File: src/rtl/fir_fifo_pkg.sv
// ----------------------------------------------------------------------------
// fir_fifo_pkg
// Shared types and constants for the FIR sample-FIFO read-side logic.
//   drain_state_t : read sequencer states (IDLE, RUN, DRAIN)
//   DEF_DWIDTH    : default sample width
//   DEF_BLK_LEN   : default samples per block
//   MAX_RD_LAT    : largest supported FIFO RAM read latency
//   CRED_W        : width that holds occupancy + in-flight reads at MAX_RD_LAT
// ----------------------------------------------------------------------------
package fir_fifo_pkg;

  typedef enum logic [1:0] {
    IDLE  = 2'd0,
    RUN   = 2'd1,
    DRAIN = 2'd2
  } drain_state_t;

  localparam int unsigned DEF_DWIDTH  = 8;
  localparam int unsigned DEF_BLK_LEN = 16;
  localparam int unsigned MAX_RD_LAT  = 3;

  // Buffer depth is at most MAX_RD_LAT+1 and at most MAX_RD_LAT reads are in
  // flight, so the credit sum never exceeds 2*MAX_RD_LAT+1.
  localparam int unsigned CRED_W = $clog2(2 * MAX_RD_LAT + 2);

endpackage

File: src/rtl/drain_skid_buf.sv
// ----------------------------------------------------------------------------
// drain_skid_buf
// FIFO-ordered register buffer that absorbs the FIFO RAM read latency.
// Entry 0 is always the head, so the output is a plain register read.
// Ports:
//   i_clk, i_rst_n : clock, synchronous active-low reset
//   i_push, i_data : write one sample (caller guarantees it is never full)
//   i_pop          : remove the head sample (caller guarantees not empty)
//   o_occ          : number of stored samples
//   o_valid        : buffer non-empty
//   o_data         : head sample
// ----------------------------------------------------------------------------
module drain_skid_buf #(
  parameter int unsigned DWIDTH = 8,
  parameter int unsigned DEPTH  = 2
) (
  input  logic                         i_clk,
  input  logic                         i_rst_n,
  input  logic                         i_push,
  input  logic [DWIDTH-1:0]            i_data,
  input  logic                         i_pop,
  output logic [$clog2(DEPTH+1)-1:0]   o_occ,
  output logic                         o_valid,
  output logic [DWIDTH-1:0]            o_data
);

  localparam int unsigned OCCW = $clog2(DEPTH + 1);

  logic [DEPTH-1:0][DWIDTH-1:0] r_mem;
  logic [DEPTH-1:0][DWIDTH-1:0] w_mem_nxt;
  logic [OCCW-1:0]              r_occ;
  logic [OCCW-1:0]              w_wr_idx;

  // A push lands just behind the last entry that survives this cycle's pop,
  // which keeps ordering intact when push and pop coincide.
  assign w_wr_idx = r_occ - OCCW'(i_pop);

  always_comb begin
    // NOTE: every always_comb output gets a default first; no path can leave
    // it unassigned, so no latch is inferred.
    w_mem_nxt = r_mem;
    if (i_pop) begin
      for (int i = 0; i < int'(DEPTH) - 1; i++) w_mem_nxt[i] = r_mem[i+1];
    end
    for (int i = 0; i < int'(DEPTH); i++) begin
      if (i_push && (w_wr_idx == OCCW'(i))) w_mem_nxt[i] = i_data;
    end
  end

  always_ff @(posedge i_clk) begin
    // NOTE: state registers use non-blocking assignments so every flop
    // samples pre-edge values regardless of statement order.
    if (!i_rst_n) begin
      // NOTE: storage is reset as well, so o_data reads zero after reset
      // instead of leftover samples.
      r_mem <= '0;
      r_occ <= '0;
    end else begin
      r_mem <= w_mem_nxt;
      r_occ <= r_occ + OCCW'(i_push) - OCCW'(i_pop);
    end
  end

  assign o_occ   = r_occ;
  assign o_valid = (r_occ != '0);
  assign o_data  = r_mem[0];

endmodule

File: src/rtl/fifo_drain_ctrl.sv
// ----------------------------------------------------------------------------
// fifo_drain_ctrl
// Read-side sequencer for the dual-clock FIR sample FIFO (read clock domain).
// Issues FIFO reads against a credit limit, tracks reads in flight through a
// RD_LAT-deep tag pipe, buffers returning samples in drain_skid_buf and frames
// the output stream into blocks of BLK_LEN samples.
// Ports:
//   rd_clk      : FIFO read clock
//   areset_n    : active-low reset, sampled synchronously on rd_clk
//   enable      : run request
//   fifo_empty  : FIFO empty flag
//   fifo_read   : FIFO read strobe
//   fifo_q      : FIFO read data, valid RD_LAT cycles after fifo_read
//   out_valid / out_ready / out_data / out_last : sample stream to MAC core
//   blk_cnt     : completed blocks (wraps)
//   busy        : sequencer in RUN or DRAIN
// Optional build macro DRAIN_STATS_EN adds:
//   stats_clr   : synchronous clear of starve_cnt
//   starve_cnt  : saturating count of RUN cycles where the core waited on us
// ----------------------------------------------------------------------------
module fifo_drain_ctrl
  import fir_fifo_pkg::*;
#(
  parameter int unsigned DWIDTH  = DEF_DWIDTH,
  parameter int unsigned RD_LAT  = 1,
  parameter int unsigned BLK_LEN = DEF_BLK_LEN,
  parameter int unsigned CNTW    = 16
) (
  input  logic              rd_clk,
  input  logic              areset_n,
  input  logic              enable,
  input  logic              fifo_empty,
  output logic              fifo_read,
  input  logic [DWIDTH-1:0] fifo_q,
  output logic              out_valid,
  input  logic              out_ready,
  output logic [DWIDTH-1:0] out_data,
  output logic              out_last,
  output logic [CNTW-1:0]   blk_cnt,
  output logic              busy
`ifdef DRAIN_STATS_EN
  ,
  input  logic              stats_clr,
  output logic [15:0]       starve_cnt
`endif
);

  localparam int unsigned DEPTH = RD_LAT + 1;
  localparam int unsigned OCCW  = $clog2(DEPTH + 1);
  localparam logic [15:0] LAST_IDX = 16'(BLK_LEN - 1);

  drain_state_t      r_state;
  drain_state_t      w_state_nxt;
  logic [RD_LAT-1:0] r_tag;
  logic [15:0]       r_idx;
  logic [CNTW-1:0]   r_blk_cnt;
  logic [OCCW-1:0]   w_occ;
  logic [CRED_W-1:0] w_inflight;
  logic [CRED_W-1:0] w_credit;
  logic              w_pop;
  logic              w_push;
  logic              w_read;
  logic              w_last;

  assign w_pop  = out_valid & out_ready;
  assign w_push = r_tag[RD_LAT-1];

  always_comb begin
    w_inflight = '0;
    for (int i = 0; i < int'(RD_LAT); i++) w_inflight = w_inflight + CRED_W'(r_tag[i]);
  end

  // Slots already claimed once this cycle's pop leaves. A pop can only happen
  // with occupancy >= 1, so this never underflows.
  assign w_credit = CRED_W'(w_occ) + w_inflight - CRED_W'(w_pop);
  assign w_read   = (r_state == RUN) && !fifo_empty && (w_credit < CRED_W'(DEPTH));
  assign fifo_read = w_read;

  // Clearing the tags on reset is what discards data still returning from RAM.
  always_ff @(posedge rd_clk) begin
    if (!areset_n) begin
      r_tag <= '0;
    end else begin
      r_tag[0] <= w_read;
      for (int i = 1; i < int'(RD_LAT); i++) r_tag[i] <= r_tag[i-1];
    end
  end

  drain_skid_buf #(
    .DWIDTH (DWIDTH),
    .DEPTH  (DEPTH)
  ) u_skid (
    .i_clk   (rd_clk),
    .i_rst_n (areset_n),
    .i_push  (w_push),
    .i_data  (fifo_q),
    .i_pop   (w_pop),
    .o_occ   (w_occ),
    .o_valid (out_valid),
    .o_data  (out_data)
  );

  always_ff @(posedge rd_clk) begin
    if (!areset_n) r_state <= IDLE;
    else           r_state <= w_state_nxt;
  end

  always_comb begin
    w_state_nxt = r_state;
    case (r_state)
      IDLE:    if (enable) w_state_nxt = RUN;
      RUN:     if (!enable) w_state_nxt = DRAIN;
      // No reads are issued in DRAIN, so a zero credit means buffer and pipe
      // are both empty after this edge.
      DRAIN: begin
        if (enable)                w_state_nxt = RUN;
        else if (w_credit == '0)   w_state_nxt = IDLE;
      end
      default: w_state_nxt = IDLE;
    endcase
  end

  assign busy = (r_state != IDLE);

  // The index survives DRAIN/IDLE so a block can span an enable gap.
  assign w_last   = (r_idx == LAST_IDX);
  assign out_last = out_valid & w_last;

  always_ff @(posedge rd_clk) begin
    if (!areset_n) begin
      r_idx     <= '0;
      r_blk_cnt <= '0;
    end else if (w_pop) begin
      if (w_last) begin
        r_idx     <= '0;
        r_blk_cnt <= r_blk_cnt + CNTW'(1);
      end else begin
        r_idx <= r_idx + 16'd1;
      end
    end
  end

  assign blk_cnt = r_blk_cnt;

`ifdef DRAIN_STATS_EN
  logic [15:0] r_starve_cnt;

  always_ff @(posedge rd_clk) begin
    if (!areset_n || stats_clr) begin
      r_starve_cnt <= '0;
    end else if ((r_state == RUN) && out_ready && !out_valid && (r_starve_cnt != 16'hFFFF)) begin
      r_starve_cnt <= r_starve_cnt + 16'd1;
    end
  end

  assign starve_cnt = r_starve_cnt;
`endif

endmodule

File: config.mk
export PLATFORM = sky130hd
export DESIGN_NAME = fifo_drain_ctrl
export DESIGN_NICKNAME = d
export VERILOG_FILES = /design/src/rtl/fir_fifo_pkg.sv /design/src/rtl/drain_skid_buf.sv /design/src/rtl/fifo_drain_ctrl.sv
export SDC_FILE = /design/constraint.sdc
export NUM_CORES = 1
export LEC_CHECK = 0
export BUFFER_PORTS_ARGS = -buffer_cell sky130_fd_sc_hd__clkbuf_2
export CAP_MARGIN = 20
export CORE_ASPECT_RATIO = 0.5
export CORE_UTILIZATION = 60
export CTS_BUF_LIST = sky130_fd_sc_hd__clkbuf_8
export CTS_CLUSTER_DIAMETER = 50
export DETAILED_ROUTE_END_ITERATION = 8
export PLACE_DENSITY = 0.81
export SYNTH_ARGS = -nofsm -noshare
export SYNTH_HDL_FRONTEND = slang
export SYNTH_SLANG_ARGS = --single-unit
File: constraint.sdc
create_clock -name rd_clk -period 4.5 [get_ports rd_clk]
set_clock_uncertainty 0.15 [all_clocks]
set_input_delay 0.9 -clock rd_clk [delete_from_list [all_inputs] [get_ports rd_clk]]
set_output_delay 0.9 -clock rd_clk [all_outputs]
set_load 0.05 [all_outputs]
=== After elaboration in Yosys (flattened, before gate mapping) ===
Index checks and enable logic that the tools add are counted.
Widths: inputs -> output; s select.

* Input port bits: 13
* Output and inout port bits: 28
* Word-level logic and storage cells: 45
* Register bits: 53

* Bitwise logic cells: 2
* Muxes and demuxes: 8
* Add/subtract/negate cells: 7
* Magnitude comparators: 1
* Reductions and logical operators: 13
* Equality and inequality tests: 7

{| class="wikitable"
|+ Operators by type and width
! cell !! number
|-
| $add 16x1->16 const B || 2
|-
| $eq 16x4->1 const B || 1
|-
| $mux 16 || 1
|-
| $mux 8 || 2
|-
| $mux 2 || 4
|-
| $pmux 2 s3 || 1
|-
| $reduce_bool 2->1 || 3
|-
| $eq 2x1->1 const B || 2
|-
| $logic_and 1x1->1 || 4
|-
| $logic_not 2->1 || 2
|-
| $ne 2x2->1 const B || 2
|-
| $sub 2x1->2 || 2
|-
| $add 2x1->3 || 1
|-
| $logic_not 3->1 || 1
|-
| $lt 3x2->1 const B || 1
|-
| $ne 3x3->1 const B || 1
|-
| $reduce_and 3->1 || 1
|-
| $sub 3x1->3 || 1
|-
| $add 2x1->2 || 1
|-
| $and 1x1->1 || 2
|-
| $eq 2x2->1 const B || 1
|-
| $reduce_and 2->1 || 1
|-
| $logic_not 1->1 || 1
|}

=== Depth between registers and ports, before layout ===
Gate-level depths: netlist (run 1).

* Word-level depth: 7
* Gate-level depth with buffers: 9
* Depth with buffers taken out: 8

=== Modules after synthesis ===
A second synthesis (run 1) with hierarchy kept.

* Cells, all modules: 294
* Area total of the unflattened synthesis: 2,655.0 um2

{| class="wikitable"
|+ Modules (own cells, without submodules)
! module !! area each (um2) !! instances !! cells each
|-
| fifo_drain_ctrl || 1,773.0 || 1 || 204
|-
| drain_skid_buf || 882.1 || 1 || 90
|}

=== Worst setup path after synthesis (run 1) ===
OpenSTA, ideal clock, no wires.

* Path kind: input to output
* Start point: input port out_ready
* End point: output port fifo_read
* Stages: 7
* Data arrival time: 3.190 ns
* Slack: 0.260 ns
* Cells stage by stage: buf_4 nand3b_1 nand2_1 ha_1 fa_1 nand2b_1 nor3_1

* Word-level cells in the longest chain between the ends: 4

{| class="wikitable"
|+ RTL lines
! what !! line !! RTL
|-
| start, declared || fifo_drain_ctrl.sv:36 || <nowiki>input logic out_ready,</nowiki>
|-
| $and 1x1->1 || fifo_drain_ctrl.sv:65 || <nowiki>assign w_pop = out_valid & out_ready;</nowiki>
|-
| $sub 3x1->3 || fifo_drain_ctrl.sv:75 || <nowiki>assign w_credit = CRED_W'(w_occ) + w_inflight - CRED_W'(w_pop);</nowiki>
|-
| net w_credit[1] || fifo_drain_ctrl.sv:59 || <nowiki>logic [CRED_W-1:0] w_credit;</nowiki>
|-
| $lt 3x2->1 || fifo_drain_ctrl.sv:76 || <nowiki>assign w_read = (r_state == RUN) && !fifo_empty && (w_credit < CRED_W'(DEPTH));</nowiki>
|-
| $logic_and 1x1->1 || fifo_drain_ctrl.sv:76 ||
|-
| end, declared || fifo_drain_ctrl.sv:33 || <nowiki>output logic fifo_read,</nowiki>
|}

The timed path passes the listed nets, and every way through them passes these cells.

=== Worst setup path after layout (run 1) ===
Ends and elaborated chain as after synthesis.

==> results of run 1 <==
==> layout make-up <==
cell class	count	area share [%]
inverter	5	0.680
timing repair buffer	41	7.52
clock inverter	3	0.771
sequential	53	38.4
clock buffer	5	2.49
tap	54	2.45
multi-input combinational	199	47.6
==> cell usage after synthesis, types with 3 or more instances <==
master    count
xnor2_1       4
nor2b_1       3
buf_4         9
o21ai_0       8
nand3_1      12
nor2_1       26
nand2b_1      7
or3_1         8
nor4_1        6
and2_1        4
o31ai_1      12
nand2_1      10
or4_1        11
inv_1         5
a211oi_1      9
and4_1        3
clkbuf_1     10
and3_1        3
mux2i_1      18
ha_1          4
nand4_1       9
buf_2         4
dfxtp_1      53
a21oi_1      19
xor2_1        6
==> registers in the layout, indices dropped and copies added (netlist names) <==
signal,cells
blk_cnt,16
r_idx,16
r_state,2
r_tag,1
u_skid.o_data,8
u_skid.o_occ,2
u_skid.r_mem,8
==> cells by family (layout without fill, tap and decap cells) <==
kind of cell | Yosys count | count (layout) | synth area share [%]
adder cells (fa/ha/maj) | 5 | 5 | 2.78
AND/OR/NAND/NOR | 109 | 109 | 24.1
AO/OA/AOI/OAI | 57 | 57 | 14.7
multiplexers | 18 | 18 | 7.15
XOR/XNOR | 10 | 10 | 3.48
buffers and inverters | 28 | 54 | 5.71
flip-flops | 53 | 53 | 42.1
==> how the worst min path moves through the flow <==
stage | to | depth (start not counted) | start
final | r_state[0] | 1 | r_state[1]
after global routing | r_state[0] | 1 | r_state[0]
after CTS | r_state[0] | 1 | r_state[1]
after detailed placement | r_state[0] | 1 | r_state[1]
after global placement | r_state[0] | 1 | r_state[1]
after floorplan | r_state[0] | 1 | r_state[1]
==> layer usage <==
metal,track usage (%),up-vias,wire length (um)
met4,5.85,0,13
li1,-,1071,-
met3,6.98,2,320
met1,29.0,1021,2390
met2,42.2,64,2370
met5,0,-,0
==> metrics by stage <==
step	utilization, %	cells	hold slack (ps)	setup WS (ps)
finish	69.6	360	315	641
detailed placement	67.4	352	302	663
global placement	67.4	352	284	800
CTS	69.6	360	315	661
global route	69.6	360	364	504
floorplan	-	280	276	260
==> critical path: cells and delay by family <==
family / cells / cell delay [ps]
fa+ha+maj: 2 / 660
buf+inv: 2 / 480
simple gates: 4 / 760
==> power groups by stage <==
stage / Clock [mW] / Sequential [mW] / Combinational [mW]
floorplan: 0 / 0.486 / 0.0382
global placement: 0 / 0.487 / 0.0464
detailed placement: 0 / 0.487 / 0.0477
CTS: 0.277 / 0.476 / 0.0479
global route: 0.295 / 0.477 / 0.0516
finish: 0.274 / 0.476 / 0.0479
==> metrics.md, run 1 <==
| Metric | Value |
|---|---|
| Synth area leaders | `dfxtp_1 (42%), mux2i_1 (7.1%), nor2_1 (3.9%)` |
| Initial antenna violation count | `0` |
| WP data required | `3450 ps` |
| Total power | `0.798 mW` |
| Yosys cell types | `37` |
| Drt total wl | `5090 um` |
| TNS Setup | `0 ps` |
| Clock root cell | `clkbuf_8` |
| Layout area overhead | `9.53%` |
| Initial Utilization | `63.6%` |
| Final cycle utilization of the critical path | `85.8%` |
| Yosys top cell by area | `dfxtp_1` |
| CTS tree | `built` |
| Slowest stage delay, CP | `450 ps` |
| DRC | `0` |
| Register area | `1060 um2` |
| HPWL after DPL | `3510 um` |
| Worst path slowest cell | `fa_1` |
| Clock insertion delay at the later pin of the skew report | `300 ps` |
| Setup violations, final | `0` |
| Crit-path cells | `clkbuf_2 -> nand3b_1 -> nand2_1 -> ha_1 -> fa_1 -> nand2b_1 -> nor3_1 -> clkbuf_2` |
| Share of synthesized registers carrying an async set or reset | `0%` |
| Crit-path max FO | `10` |
| Worst Tran Pin Value | `1060 ps` |
| Max Freq | `0.259 GHz` |
| Sequential group share of total power | `59.6%` |
| Syn Std Cell Area | `2520 um2` |
| Outcome | `completed` |
| Clk pin slew, worst setup/hold paths | `100 ps` |
| Power per cell area | `289 nW/um2` |
| Footprint of the multi-input gates | `1320 um2` |
| Largest net degree at the start of global routing | `34` |
| RSZ-0062 raised after global routing | `no` |
| Synth warn | `0` |
| Top cell by count, worst path | `clkbuf_2` |
| Vias | `2158` |
| Number of synthesized flops with an enable pin | `0` |
| Crit path DAT | `2810 ps` |
| Die Area | `4480 um2` |
| Clock tree buffer depth | `2` |
| CP Class | `in2out` |
| Launch point of the worst path | `out_ready` |
| Layout Nets | `323` |
| CTS Buf Count | `5` |
| Post-route antenna net violation count | `0` |
| Ports | `41` |
| Core area | `3960 um2` |
| Worst Setup End Kind | `output port` |
| Setup Fix Bufs, Post-CTS | `0` |
| Total GRT Usage | `23.5%` |
| Clock share of power | `34.4%` |
| WL/cell | `14.1 um` |
| Setup crit end | `fifo_read` |
| Worst r2r dst | `r_idx[9]` |
| Post-synth net total | `298` |
| Vias in the first global route | `1852` |
| Die Ht | `47.8 um` |
| Fillers | `323` |
| Final min period | `3860 ps` |
| Logic pwr share | `6.0%` |
| Share of the synthesized area in the top cell type | `42.1%` |
| Critical R2R Launch | `r_idx[0]` |
| Sink Count | `53` |
| Hold buffers post-CTS | `0` |
| Number of gates resized after CTS | `0` |
| Layout cells sized above 1 | `18.0%` |
| # diodes | `0` |
| Synth Area per Inst | `9.00 um2` |
| Die width | `93.7 um` |
| Via density per instance | `5.99` |
| Detailed Route Iter0 Violations | `107` |
| Total net switching power | `0.201 mW` |
| Fin. Hold Viols | `0` |
| Switching Share | `25.2%` |
| Setup crit start kind | `input pin` |
| Reg2Reg Depth | `5` |
| Congestion Overflow GR | `0` |
| Post-place instance area | `2670 um2` |
| Leading cell types in the layout, fill and taps excluded | `dfxtp_1 (53), clkbuf_2 (40), nor2_1 (26)` |
| Max_cap viols | `0` |
| Top_reg_cell synth | `dfxtp_1` |
| Commonest non-fill, non-tap cell in the layout | `dfxtp_1` |
| Max-slew violation count | `0` |
| H-tree depth | `2` |
| First-pass GRT wire length | `8090 um` |
| DR pass1 iterations | `4` |
| PortBufs | `40` |
| Seq cells post-synth | `53` |
| Worst Hold Class | `reg2reg` |
| Gpl congestion | `0.781` |
| Cells after synthesis | `280` |
| Sequential-to-total area share from yosys stat | `42.1%` |
| R2R Setup Slk | `2080 ps` |
| Int Power | `0.597 mW` |
| Static Leakage | `1.07 nW` |
| Cell area after layout | `2760 um2` |
| Row count | `16` |
| Max IR drop VDD | `243 uV` |
| Slew margin rel. | `28.6%` |
No activity file was read; power rests on OpenSTA's default activity.
==> run 2, diff against run 1 <==
Settings changed: ABC_AREA from default to 1, BUFFER_PORTS_ARGS -buffer_cell sky130_fd_sc_hd__clkbuf_2 to default, CORE_UTILIZATION 60 to 59, DONT_BUFFER_PORTS from default to 1, PLACE_DENSITY 0.81 to 0.75.
Clock period 4.5 ns to 3.46 ns, I/O delays scaled along.
==> run 2 against run 1 <==
Against the previous run:
- register-to-register slack lost 1200 ps
- critical path depth grew 2
- final cell count grew 37%
- total power grew 55%
- first-iteration DRC count shrank 18%
- routed wire length grew 19%
- clock power grew 41%
- via count grew 21%
- core utilization shrank 3.4 points
- synthesized cell count grew 54%
- critical path type is now reg2out
- largest power group unchanged
==> metrics.md, run 2 <==
| Metric | Value |
|---|---|
| Top cell by count, worst path | `nand2_2` |
| Layout Nets | `444` |
| Fin. Hold Viols | `0` |
| Drt total wl | `6030 um` |
| First-pass GRT wire length | `10100 um` |
| Synth warn | `0` |
| Detailed Route Iter0 Violations | `88` |
| Number of synthesized flops with an enable pin | `0` |
| WP data required | `2620 ps` |
| Layout area overhead | `4.04%` |
| Congestion Overflow GR | `0` |
| Highest Signal Layer | `met4` |
| Share of synthesized registers carrying an async set or reset | `0%` |
| Slowest stage delay, CP | `470 ps` |
| Footprint of the multi-input gates | `1570 um2` |
| Cells after synthesis | `432` |
| Total GRT Usage | `24.9%` |
| Worst Tran Pin Value | `702 ps` |
| Synth cell count leaders | `nand2_1 (129), dfxtp_1 (53), nor2_1 (49), inv_1 (41), nand3_1 (35)` |
| Leading cell types in the layout, fill and taps excluded | `nand2_1 (128), dfxtp_1 (53), nor2_1 (48)` |
| Commonest non-fill, non-tap cell in the layout | `nand2_1` |
| Worst Hold Depth | `1` |
| Ports | `41` |
| Vias | `2601` |
| Power per cell area | `408 nW/um2` |
| Largest net degree at the start of global routing | `22` |
| Sequential-to-total area share from yosys stat | `36.5%` |
| Share of the synthesized area in the top cell type | `36.5%` |
| Final core utilization | `66.2%` |
| Via density per instance | `5.28` |
| Fillers | `411` |
| Crit-path cells | `nor2_2 -> nor2_1 -> nand2_2 -> nand2_2 -> ha_1 -> fa_1 -> a21oi_1 -> o21ai_0 -> nor3_2 -> buf_4` |
| Die width | `101 um` |
| DR WL met3 | `355 um` |
| Die Ht | `51.7 um` |
| PortBufs | `0` |
| Yosys cell types | `30` |
| Cell area after layout | `3030 um2` |
| Static Leakage | `1.13 nW` |
| Crit-path max FO | `4` |
| Setup violations, final | `0` |
| HPWL after DPL | `4450 um` |
| Slew margin rel. | `53.1%` |
| Hold buffers post-CTS | `0` |
| Max_cap viols | `0` |
| Yosys top cell by area | `dfxtp_1` |
| Reg2Reg Depth | `8` |
| CTS Buf Count | `5` |
| Initial Utilization | `63.6%` |
| RSZ-0062 raised after global routing | `no` |
| Crit path DAT | `2390 ps` |
| Final cycle utilization of the critical path | `93.3%` |
| Max IR drop VDD | `207 uV` |
| Max-slew violation count | `0` |
| # diodes | `0` |
| Syn Std Cell Area | `2910 um2` |
| DRC | `0` |
| Post-synth net total | `450` |
| TNS Setup | `0 ps` |
| Setup crit start kind | `flip-flop` |
| Gpl congestion | `0.884` |
| Vias in the first global route | `2400` |
| Final min period | `3230 ps` |
| Initial antenna violation count | `0` |
| Core area | `4570 um2` |
| Max Freq | `0.310 GHz` |
| Clk pin slew, worst setup/hold paths | `90 ps` |
| Met2 WL | `2940 um` |
| Die Area | `5230 um2` |
| Sink Count | `53` |
| H-tree depth | `2` |
| Worst Setup End Kind | `output port` |
| Synth Area per Inst | `6.74 um2` |
| Most common cell in the netlist | `nand2_1` |
| WL met1 | `2700 um` |
| Clock insertion delay at the later pin of the skew report | `310 ps` |
| Synth area leaders | `dfxtp_1 (36%), nand2_1 (17%), nor2_1 (6.3%)` |
| Row count | `17` |
| Layout cells sized above 1 | `11.2%` |
| DR pass1 iterations | `5` |
| Post-route antenna net violation count | `0` |
| Worst path slowest cell | `fa_1` |
| Seq cells post-synth | `53` |
| WL/cell | `12.2 um` |
| Post-place instance area | `2920 um2` |
| Top_reg_cell synth | `dfxtp_1` |
| Clock root cell | `clkbuf_8` |
| Worst Hold Class | `in2reg` |
| Setup Fix Bufs, Post-CTS | `0` |
| CTS tree | `built` |
| Register area | `1060 um2` |
| Clock tree buffer depth | `2` |
| Outcome | `completed` |
| CP Class | `reg2out` |
## run 2: changes by cell type in the layout (fill, tap and decap cells not counted), moves of 9 or more
cell / change
nor2_1: +22
nand3_1: +23
mux2i_1: -18
nand2_2: +13
o31ai_1: -12
nand2_1: +118
or4_1: -11
nor3_1: +9
clkbuf_2: -40
inv_1: +36
## run 2: per-stage QoR
| stage | instances | hold slack, ps | total power, mW | worst slack, ps |
|---|---|---|---|---|
| CTS | 493 | 295 | 1.24 | 88.4 |
| floorplan | 432 | 291 | 0.837 | 12.2 |
| global placement | 485 | 301 | 0.852 | 354 |
| detailed placement | 485 | 304 | 0.862 | 256 |
| finish | 493 | 304 | 1.23 | 230 |
| global route | 493 | 303 | 1.28 | 22.0 |
## run 2: routing by layer
metal / track usage, % / vias up
li1: - / 1359
met1: 28.4 / 1181
met2: 45.7 / 58
met3: 7.12 / 3
met4: 7.97 / 0
met5: 0 / -
## run 2: power breakdown
part	switching (mW)	total (mW)	internal (mW)
Sequential	0.0440	0.674	0.630
Combinational	0.126	0.176	0.0502
Clock	0.203	0.385	0.181
## run 2: critical path: cells and delay by family (launching register included)
family | cells | cell delay [ps]
AND/OR/NAND/NOR | 5 | 560
adder cells (fa/ha/maj) | 2 | 670
AO/OA/AOI/OAI | 2 | 300
flip-flops | 1 | 340
buffers and inverters | 1 | 220
## run 2: final timing paths
check	start	to	slack, ps
max	u_skid.o_occ[0]	fifo_read	230
min	enable	r_state[1]	300
max reg2reg	u_skid.o_occ[1]	u_skid.o_data[3]	910
min reg2reg	u_skid.r_mem[9]	u_skid.r_mem[9]	320
## run 2: area by class of cell
cell class,instances,area share [%]
Clock buffer,7,3.18
Timing Repair Buffer,6,1.49
Clock inverter,1,0.165
Multi-Input combinational cell,316,51.9
Sequential cell,53,35.0
Inverter,44,5.54
Tap cell,66,2.73
## run 2: kinds of logic (layout without fill, tap and decap cells)
| logic type | Yosys count | count (layout) | synth area share [%] |
|---|---|---|---|
| AOI/OAI and AO/OA | 46 | 46 | 9.80 |
| xor gates and xnor gates | 8 | 8 | 2.41 |
| and+or+nand+nor | 257 | 257 | 38.8 |
| adders and majority gates | 5 | 5 | 2.41 |
| buffers and inverters | 63 | 58 | 10.1 |
| DFF | 53 | 53 | 36.5 |
## run 2: what timing repair did
item | CTS | global route
hold endpoints to repair | 0 | 0
gates resized for setup | 0 | 2
endpoints found under the setup margin | 0 | 1
==> run 3, diff against run 2 <==
Settings changed: ABC_AREA 1 to default.
Clock period 3.46 ns to 2.6 ns, I/O delays scaled along.
==> run 3 against run 2 <==
Against the previous run:
- the flow now finishes with violations (negative setup slack)
- non-clock buffer count increased by 20
- clock-buffer cell count is 2 lower
- die area shrank 13%
- sequential share of layout area up 3.0 points
- critical endpoint unchanged
- cell area shrank 7.9%
- final cell count fell by 30%
- routed wire length fell by 12%
==> metrics.md, run 3 (synthesis results as in run 1) <==
| Metric | Value |
|---|---|
| Initial antenna violation count | `0` |
| Layout Nets | `308` |
| Final min period | `2700 ps` |
| DRC | `0` |
| Clock tree buffer depth | `2` |
| Slew margin rel. | `60.0%` |
| Worst Min Path Start | `enable` |
| Worst r2r dst | `u_skid.o_data[7]` |
| Clock insertion delay at the later pin of the skew report | `310 ps` |
| Static Leakage | `1.02 nW` |
| Die Ht | `48.2 um` |
| DR pass1 iterations | `4` |
| Detailed Route Iter0 Violations | `103` |
| Worst Hold Depth | `1` |
| Vias | `2118` |
| Largest net degree at the start of global routing | `27` |
| TNS Setup | `-99.4 ps` |
| R2R Setup Slk | `310 ps` |
| Final core utilization | `69.7%` |
| Sink Count | `53` |
| Setup crit start kind | `flip-flop` |
| Setup ws final | `-99.4 ps` |
| H-tree depth | `2` |
| Hold buffers post-CTS | `0` |
| Gpl congestion | `0.841` |
| Final cycle utilization of the critical path | `104%` |
| HPWL after DPL | `3730 um` |
| Max IR drop VDD | `433 uV` |
| WP data required | `1930 ps` |
| CTS Buf Count | `5` |
| RSZ-0062 raised after global routing | `yes` |
| CP Class | `reg2out` |
| Min-Delay Endpoint | `r_state[1]` |
| Initial Utilization | `62.9%` |
| Commonest non-fill, non-tap cell in the layout | `dfxtp_1` |
| Total GRT Usage | `24.2%` |
| Via density per instance | `6.14` |
| Row count | `16` |
| Crit-path max FO | `4` |
| Worst Tran Pin Value | `598 ps` |
| Power per cell area | `487 nW/um2` |
| Critical R2R Launch | `u_skid.o_occ[0]` |
| Max_cap viols | `0` |
| Leading cell types in the layout, fill and taps excluded | `dfxtp_1 (52), nor2_1 (26), buf_4 (25)` |
| Setup violations, final | `1` |
| Failing checks | `negative setup slack` |
| Die width | `94.4 um` |
| Die Area | `4550 um2` |
| Worst Setup End Kind | `output port` |
| WL/cell | `15.4 um` |
| # diodes | `0` |
| Ports | `41` |
| Worst Hold Class | `in2reg` |
| Max-slew violation count | `0` |
| First-pass GRT wire length | `8180 um` |
| Vias in the first global route | `1878` |
| Fin. Hold Viols | `0` |
| Reg2Reg Depth | `7` |
| Layout cells sized above 1 | `15.8%` |
| Core area | `4000 um2` |
| PortBufs | `0` |
| Clock root cell | `clkbuf_8` |
| Drt total wl | `5320 um` |
| Outcome | `finished, violations left` |
| Clk pin slew, worst setup/hold paths | `100 ps` |
| Layout area overhead | `10.7%` |
| Crit path DAT | `2030 ps` |
| Post-route antenna net violation count | `0` |
| Congestion Overflow GR | `0` |
| Max Freq | `0.370 GHz` |
| CTS tree | `built` |
## run 3: area by class of cell
class	instances	area (um2)
repair buffers	26	208
well taps	54	67.6
clock inverters	3	17.5
clock buffers	5	68.8
inverters	5	18.8
multi-input cells	199	1350
flip-flops and latches	53	1060
fillers	328	1210
## run 3: power breakdown
group / internal [mW] / total, mW / switching, mW
registers: 0.819 / 0.841 / 0.0220
logic: 0.0192 / 0.0536 / 0.0344
clock network: 0.187 / 0.463 / 0.276
total: 1.02 / 1.36 / 0.332
## run 3: critical path, stage by stage, from the launching register on
cell,delay (ps)
dfxtp_2,340
nand3b_1,170
nand2_1,80
ha_2,160
fa_2,440
nand2b_4,170
nor3_4,200
buf_12,160
## run 3: worst max-delay path by stage
stage / endpoint / slack [ps] / startpoint
6_report: fifo_read / -100 / u_skid.o_occ[0]
5_1_grt: fifo_read / -180 / u_skid.o_occ[0]
3_3_place_gp: fifo_read / 90 / out_ready
2_1_floorplan: fifo_read / -280 / out_ready
4_1_cts: fifo_read / -120 / u_skid.o_occ[0]
3_5_place_dp: fifo_read / 40 / out_ready
## run 3: layer usage
layer	GRT usage, %	routed length [um]	vias up	part of all wire, %
met3	8.26	339	4	6.4
met4	9.85	38	0	0.71
met2	43.8	2430	49	46
li1	-	-	1036	-
met5	0	0	-	0
met1	27.8	2510	1029	47
## run 3: metrics by stage
stage	setup slack, ps	hold WS (ps)	cells	power [mW]	instance area, um2
finish	-99.4	126	345	1.36	2790
global route	-181	111	345	1.41	2790
CTS	-124	122	345	1.36	2790
detailed placement	35.9	304	335	0.912	2680
global placement	89.3	291	335	0.910	2680
floorplan	-279	276	280	0.909	2550
## run 3: timing repair
item	CTS	global route
gates resized for setup	2	0
setup endpoints to repair	1	1
pin swaps	2	1
setup buffers	2	0
